`config.mk`:
```
export PLATFORM = sky130hd
export DESIGN_NAME = seq_detect_nested
export DESIGN_NICKNAME = d
export VERILOG_FILES = /design/src/rtl/seq_detect_nested.sv
export SDC_FILE = /design/constraint.sdc
export NUM_CORES = 1
export LEC_CHECK = 0
export ABC_AREA = 1
export CAP_MARGIN = 40
export CORE_ASPECT_RATIO = 1.2
export CORE_MARGIN = 5
export CORE_UTILIZATION = 41
export DETAILED_ROUTE_END_ITERATION = 10
export HOLD_SLACK_MARGIN = 0.03
export PLACE_DENSITY = 0.65
export SLEW_MARGIN = 20
export SYNTH_ARGS = -nofsm -noshare
export SYNTH_HDL_FRONTEND = slang
export SYNTH_SLANG_ARGS = --single-unit
```
`constraint.sdc`:
```
create_clock -name clk -period 3.4 [get_ports clk]
set_input_delay 0.34 -clock clk [delete_from_list [all_inputs] [get_ports clk]]
set_output_delay 0.34 -clock clk [all_outputs]
set_load 0.05 [all_outputs]
```
`src/rtl/seq_detect_nested.sv`:
```
// seq_detect_nested: nested serial-pattern detector for use under a controller FSM.
// A parent FSM (IDLE/DETECT/DONE) arms a child detector on start, counts matches
// of a runtime-loaded PAT_W-bit pattern (MSB first), and hands control back with
// a done pulse after MATCH_TARGET matches, or a timeout pulse when no match
// completes within TIMEOUT_CYC detect cycles. abort cancels silently.
module seq_detect_nested #(
    parameter int PAT_W        = 3,
    parameter int MATCH_TARGET = 1,
    parameter int OVERLAP      = 1,
    parameter int TIMEOUT_CYC  = 0,
    parameter int TO_W         = 16
) (
    input  logic             clk,
    input  logic             rst,
    input  logic             start,
    input  logic             abort,
    input  logic [PAT_W-1:0] pattern,
    input  logic             in,
    output logic             busy,
    output logic             match,
    output logic [7:0]       match_cnt,
    output logic             done,
    output logic             timeout
);

    localparam int                FILL_W     = $clog2(PAT_W + 1);
    localparam logic [FILL_W-1:0] FILL_FULL  = FILL_W'(PAT_W);
    localparam logic [7:0]        CNT_TARGET = 8'(MATCH_TARGET);
    localparam logic [TO_W-1:0]   TO_LIMIT   = TO_W'(TIMEOUT_CYC);
    localparam bit                TO_EN      = (TIMEOUT_CYC != 0);
    localparam bit                OVL_EN     = (OVERLAP != 0);

    typedef enum logic [1:0] {
        S_IDLE   = 2'd0,
        S_DETECT = 2'd1,
        S_DONE   = 2'd2
    } state_t;

    state_t             state_q;
    logic [PAT_W-1:0]   pat_q;
    // Only the last PAT_W-1 bits need storing; the full window is formed with
    // the incoming bit each cycle.
    logic [PAT_W-2:0]   hist_q;
    logic [FILL_W-1:0]  fill_q;
    logic [7:0]         match_cnt_q;
    logic [TO_W-1:0]    to_cnt_q;
    logic               busy_q;
    logic               match_q;
    logic               done_q;
    logic               timeout_q;

    logic [PAT_W-1:0]   window_d;
    logic [FILL_W-1:0]  fill_d;
    logic [7:0]         match_cnt_d;
    logic [TO_W-1:0]    to_cnt_d;
    logic               hit_d;
    logic               target_d;
    logic               expire_d;

    // Detect-cycle datapath: shifted window, saturating fill, match and expiry.
    // NOTE: every output of a combinational block is assigned on every path so no latch is inferred.
    always_comb begin
        window_d    = {hist_q, in};
        fill_d      = (fill_q == FILL_FULL) ? FILL_FULL : fill_q + FILL_W'(1);
        hit_d       = (window_d == pat_q) && (fill_d == FILL_FULL);
        match_cnt_d = match_cnt_q + 8'd1;
        target_d    = (match_cnt_d == CNT_TARGET);
        to_cnt_d    = to_cnt_q + TO_W'(1);
        expire_d    = TO_EN && (to_cnt_d == TO_LIMIT);
    end

    // Parent FSM with child detector state and registered outputs.
    // NOTE: state and outputs use non-blocking assignments so every register samples pre-edge values.
    always_ff @(posedge clk or posedge rst) begin
        if (rst) begin
            state_q     <= S_IDLE;
            // NOTE: the latched pattern is reset too, so no register powers up unknown.
            pat_q       <= '0;
            hist_q      <= '0;
            fill_q      <= '0;
            match_cnt_q <= '0;
            to_cnt_q    <= '0;
            busy_q      <= 1'b0;
            match_q     <= 1'b0;
            done_q      <= 1'b0;
            timeout_q   <= 1'b0;
        end else begin
            match_q   <= 1'b0;
            done_q    <= 1'b0;
            timeout_q <= 1'b0;
            if (abort) begin
                // Cancel wins over start, match, done and timeout; counts are held.
                state_q <= S_IDLE;
                busy_q  <= 1'b0;
            end else begin
                case (state_q)
                    S_IDLE: begin
                        if (start) begin
                            pat_q       <= pattern;
                            hist_q      <= '0;
                            fill_q      <= '0;
                            match_cnt_q <= '0;
                            to_cnt_q    <= '0;
                            state_q     <= S_DETECT;
                            busy_q      <= 1'b1;
                        end
                    end
                    S_DETECT: begin
                        hist_q <= window_d[PAT_W-2:0];
                        if (hit_d) begin
                            // A match beats a same-edge timeout and restarts the timer.
                            match_q     <= 1'b1;
                            match_cnt_q <= match_cnt_d;
                            to_cnt_q    <= '0;
                            fill_q      <= OVL_EN ? fill_d : '0;
                            if (target_d) begin
                                done_q  <= 1'b1;
                                state_q <= S_DONE;
                            end
                        end else begin
                            fill_q <= fill_d;
                            if (TO_EN) begin
                                to_cnt_q <= to_cnt_d;
                                if (expire_d) begin
                                    timeout_q <= 1'b1;
                                    state_q   <= S_IDLE;
                                    busy_q    <= 1'b0;
                                end
                            end
                        end
                    end
                    S_DONE: begin
                        state_q <= S_IDLE;
                        busy_q  <= 1'b0;
                    end
                    default: begin
                        state_q <= S_IDLE;
                        busy_q  <= 1'b0;
                    end
                endcase
            end
        end
    end

    assign busy      = busy_q;
    assign match     = match_q;
    assign match_cnt = match_cnt_q;
    assign done      = done_q;
    assign timeout   = timeout_q;

endmodule
```
* Word-level counts from Yosys, hierarchy flattened
Index checks and enable logic that the tools add are counted.
W data, S select, Z words.
** Cells by class
- Equality and inequality tests :: 11
- Multiplexer cells :: 22
- Add/sub/neg operators :: 2
- Reductions and logical operators :: 8
- Bitwise gates (word level) :: 1
** Operators by type and width (count)
- $mux W8 :: 2
- $pmux W8 S2 :: 1
- $mux W2 :: 6
- $pmux W2 S2 :: 3
- $mux W1 :: 9
- $ne A3 B3 Y1 const B :: 3
- $reduce_and A3 Y1 :: 3
- $add A8 B1 Y8 const B :: 1
- $eq A8 B1 Y1 const B :: 1
- $ne A2 B2 Y1 const B :: 3
- $eq A2 B2 Y1 const B :: 2
- $reduce_and A4 Y1 :: 1
- $eq A3 B3 Y1 :: 1
- $add A2 B1 Y2 const B :: 1
- $eq A2 B1 Y1 const B :: 1
- $logic_not A2 Y1 :: 1
- $pmux W1 S2 :: 1
- $reduce_and A2 Y1 :: 1
- $reduce_bool A2 Y1 :: 1
- $logic_and A1 B1 Y1 :: 1
- $not A1 Y1 :: 1
** Word-level totals
- Register bits after elaboration :: 20
- Input bits :: 8
- Output and inout port bits :: 12

* Logic depth before layout (Yosys ltp)
- Word-level depth :: 7
- Depth in mapped cells :: 9

* Least setup slack after synthesis
Ideal clock, no wire load.
- Path type :: register to register
- Start :: register match_cnt_q[1] (netlist: match_cnt[1])
- End :: register state_q[0]
- Buffers on the path :: 0
- Stages on the path, launching flop included :: 9
- Arrival time :: 1585 ps
- Setup slack :: 1686 ps
- Cells stage by stage :: dfrtp_1 > ha_1 > nand3_1 > o21bai_2 > nand2_2 > nor2_2 > nand3_2 > nand3_1 > nand3_1
** On the way
- Cells in the longest elaborated chain, start to end :: 4
** Ends and longest elaborated chain
- start: declaration :: RTL line 45 : logic [7:0] match_cnt_q;
- start signal: assignment :: RTL line 113 : match_cnt_q <= match_cnt_d;
- $add A8 B1 Y8 :: RTL line 66 : match_cnt_d = match_cnt_q + 8'd1;
- $eq A8 B1 Y1 :: RTL line 67 : target_d = (match_cnt_d == CNT_TARGET);
- $ne A3 B3 Y1 (no line)
- $reduce_and A3 Y1 (no line)
- end signal: assignment :: RTL line 76 : state_q <= S_IDLE;
- end signal: assignment :: RTL line 93 : state_q <= S_IDLE;
- end signal: assignment :: RTL line 104 : state_q <= S_DETECT;
- end: declaration :: RTL line 39 : state_t state_q;
No other way between the ends.
A chain may end at the register's enable or synchronous reset.

* Worst setup path after layout
- Start :: register match_cnt_q[2] (netlist: match_cnt[2])
- End :: output match_cnt[2]
** RTL lines
- end: declaration :: RTL line 21 : output logic [7:0] match_cnt,
No word-level cell between the ends.

==> impl_metrics.tcl <==
set metrics [dict create \
    synth-seq-cells 20 \
    clk_pin_slew_worst_paths_ns 0.12 \
    antenna_violations_before_repair 0 \
    grt_util_all_layers 0.125 \
    syn_area_mm2 0.00104 \
    post_layout_nonfiller_instances 187 \
    finalSetupViolCount 0 \
    finish.utilization 0.528 \
    grt_setup_unrepaired "false" \
    static-leakage-power_nw 0.656 \
    gp_congestion 0.779 \
    die_width_um 56.1 \
    detail_route.iter0.violations 9 \
    p_comb_frac 0.359 \
    fp-row-count 20 \
    hold_violations 0 \
    design.die.area_mm2 0.00366 \
    timing.setup.tns_ns 0 \
    chipHeight_um 65.3 \
    worstMarginPinSlew_ns 0.501 \
    cts-buffers-inserted 3 \
    cts-resized-gates 0 \
    crit_chain "clkdlybuf4s50_1" \
    final_worst_path_period_need_ns 1.95 \
    pwr-share-seq 0.456 \
    post-route-period-util 0.573 \
    fin_nets 165 \
    power.clock.fraction 0.185 \
    insertion_delay_ns 0.29 \
    fin_hold_ws_ns 0.240 \
    cts_tree "built" \
    synth.net_count 142 \
    post-layout-total-power_mw 0.727 \
    grt_first_pass_wirelength_mm 3.69 \
    worst_clock_skew_ns 0.0122 \
    num_vias 891 \
    max-clock-path-buffers 2 \
    syn-instance-count 132 \
    ir_worst_vdd_mv 0.288 \
    drt_pass1_iterations 4 \
    cellInternalPower_mw 0.452 \
    crit_family "buffers and inverters" \
    start_util 0.421 \
    cts-root-buf "clkbuf_4" \
    critical_path.n_buffers_inverters 1 \
    clock_tree.htree_level_count 1 \
    first_global_vias 879 \
    synth_area_per_cell_um2 7.91 \
    slew_headroom 0.665 \
    drt-vias-per-instance 4.76 \
    numPortBuffers 18 \
    synth_top_area_share 0.480 \
    synth_cell_types 21 \
    crit_path_end_kind "primary output" \
    dpl.cell_count 182 \
    critical_path.startpoint_type "flip-flop" \
    grt_overflow_total 0 \
    critical-path-max-stage-delay_ns 0.84 \
    cts_num_sinks 20 \
    pwr_density_mw_per_mm2 556 \
    cp_max_fo 6 \
    wl_per_cell_um 11.1 \
    flow.area_growth_from_synthesis_pct 25.4 \
    dp_hpwl_mm 1.61 \
    timing_worst_setup_path_type "reg -> out" \
    biggest_area_contributors_in_the_synthesized_netlist "dfrtp_1, nand2_1, inv_1" \
    total_switching_power_mw 0.275 \
    synth.largest_area_cell "dfrtp_1" \
    ys_seq_area_frac 0.480 \
    cts-hold-fix-buffers 0 \
    run_status "finished clean" \
    drt.antenna.violating_nets 0 \
    timing.critical_path.arrival_ns 1.61 \
    cp_data_required_time_ns 3.06 \
    max_cap_viol_count 0 \
    maxClockFrequency_mhz 513 \
    worst_path_max_delay_cell "clkdlybuf4s50_1" \
    routed_wire_length_mm 2.08 \
    final.fill_count 244 \
    largest_net_degree_at_the_start_of_global_routing 21 \
    antenna_fix_cells 0 \
    post-cts-setup-buffer-count 0 \
    slew_viol_final 0 \
    design.core.area_mm2 0.00248 \
    synthesis.yosys.warnings 0 \
    switching_share 0.378 \
    drc 0 \
    holdCritPathClass "in -> async" \
    design.portCount 20 \
    fraction_of_layout_cells_with_a_size_suffix_above_1 0.136 \
]
## cells in the mapped netlist (all sizes together)
| master | number |
|---|---|
| dfrtp | 20 |
| nor2 | 12 |
| xor2 | 1 |
| nand3 | 11 |
| nor3b | 1 |
| conb | 1 |
| a21oi | 3 |
| o22ai | 5 |
| nor3 | 1 |
| o21ai | 8 |
| ha | 2 |
| o21bai | 1 |
| buf | 1 |
| inv | 24 |
| nand2 | 39 |
| nand4 | 2 |
## state kept, by name, summed over array words and instances (netlist names)
signal / count
pat_q: 3
fill_q: 2
done: 1
hist_q: 2
busy: 1
match_cnt: 8
state_q: 2
match: 1
## kinds of logic (layout without fill, tap and decap cells)
| group | count (synthesis) | count (layout) | synth area share |
|---|---|---|---|
| adder cells (fa/ha/maj) | 2 | 2 | 0.0240 |
| buffers and inverters | 25 | 47 | 0.0935 |
| other | 1 | 1 | 0.00359 |
| AO/OA/AOI/OAI | 17 | 17 | 0.0935 |
| AND/OR/NAND/NOR | 66 | 66 | 0.297 |
| flip-flops | 20 | 20 | 0.480 |
| XOR/XNOR | 1 | 1 | 0.00839 |
## per-stage QoR
stage          instance area (um2)  setup slack, ns
2_1_floorplan                 1040             1.69
4_1_cts                       1290             1.43
3_3_place_gp                  1260             1.70
6_report                      1310             1.45
5_1_grt                       1310             1.39
3_5_place_dp                  1260             1.67
## cells in the final DEF (no fill, tap or decap), types with 2 or more instances in the layout
cell and count:
nand2_1 36, clkdlybuf4s50_1 18, inv_1 19, nor2_1 10, nand2_2 3, dfrtp_1 20, nand3_2 2, nand3_1 9
clkbuf_4 3, nor2_2 2, ha_1 2, o22ai_1 5, o21ai_1 8, a21oi_1 3, inv_2 5
## power by group through the flow
stage / Combinational, mW / Sequential (mW) / Clock (mW)
6_report: 0.261 / 0.332 / 0.134
2_1_floorplan: 0.157 / 0.368 / 0
3_5_place_dp: 0.263 / 0.337 / 0
4_1_cts: 0.264 / 0.332 / 0.140
3_3_place_gp: 0.256 / 0.336 / 0
5_1_grt: 0.296 / 0.339 / 0.148
## final timing paths
| path | start | endpoint | slack [ns] | cells after the start |
|---|---|---|---|---|
| min | rst | match_cnt[5] | 0.24 | 2 |
| min reg2reg | pat_q[2] | pat_q[2] | 0.52 | 2 |
| max | match_cnt[2] | match_cnt[2] | 1.45 | 1 |
| min in group clk | pat_q[2] | pat_q[2] | 0.52 | 2 |
| max reg2reg | match_cnt[0] | state_q[0] | 1.92 | 9 |
| max in group asynchronous | rst | match | 2.78 | 3 |
## layout make-up
class                           count  area, um2  share of cell area
Sequential cell                    20        500               0.382
Multi-Input combinational cell     87        445               0.340
Timing Repair Buffer               19        195               0.149
Inverter                           24       90.1              0.0688
Tap cell                           33       41.3              0.0315
Clock buffer                        4       36.3              0.0277
## worst register-to-register path: cells and delay by family, from the launching register on
| kind | cells | cell delay (ns) |
|---|---|---|
| adder cells (fa/ha/maj) | 1 | 0.25 |
| flip-flops | 1 | 0.45 |
| AND/OR/NAND/NOR | 8 | 0.68 |
## metal layers
metal  GRT usage  wire [um]
met5           0          0
met4      0.0356         14
met3      0.0275         76
met2       0.224       1010
met1       0.149        976
(Power assumes the default switching activity.)
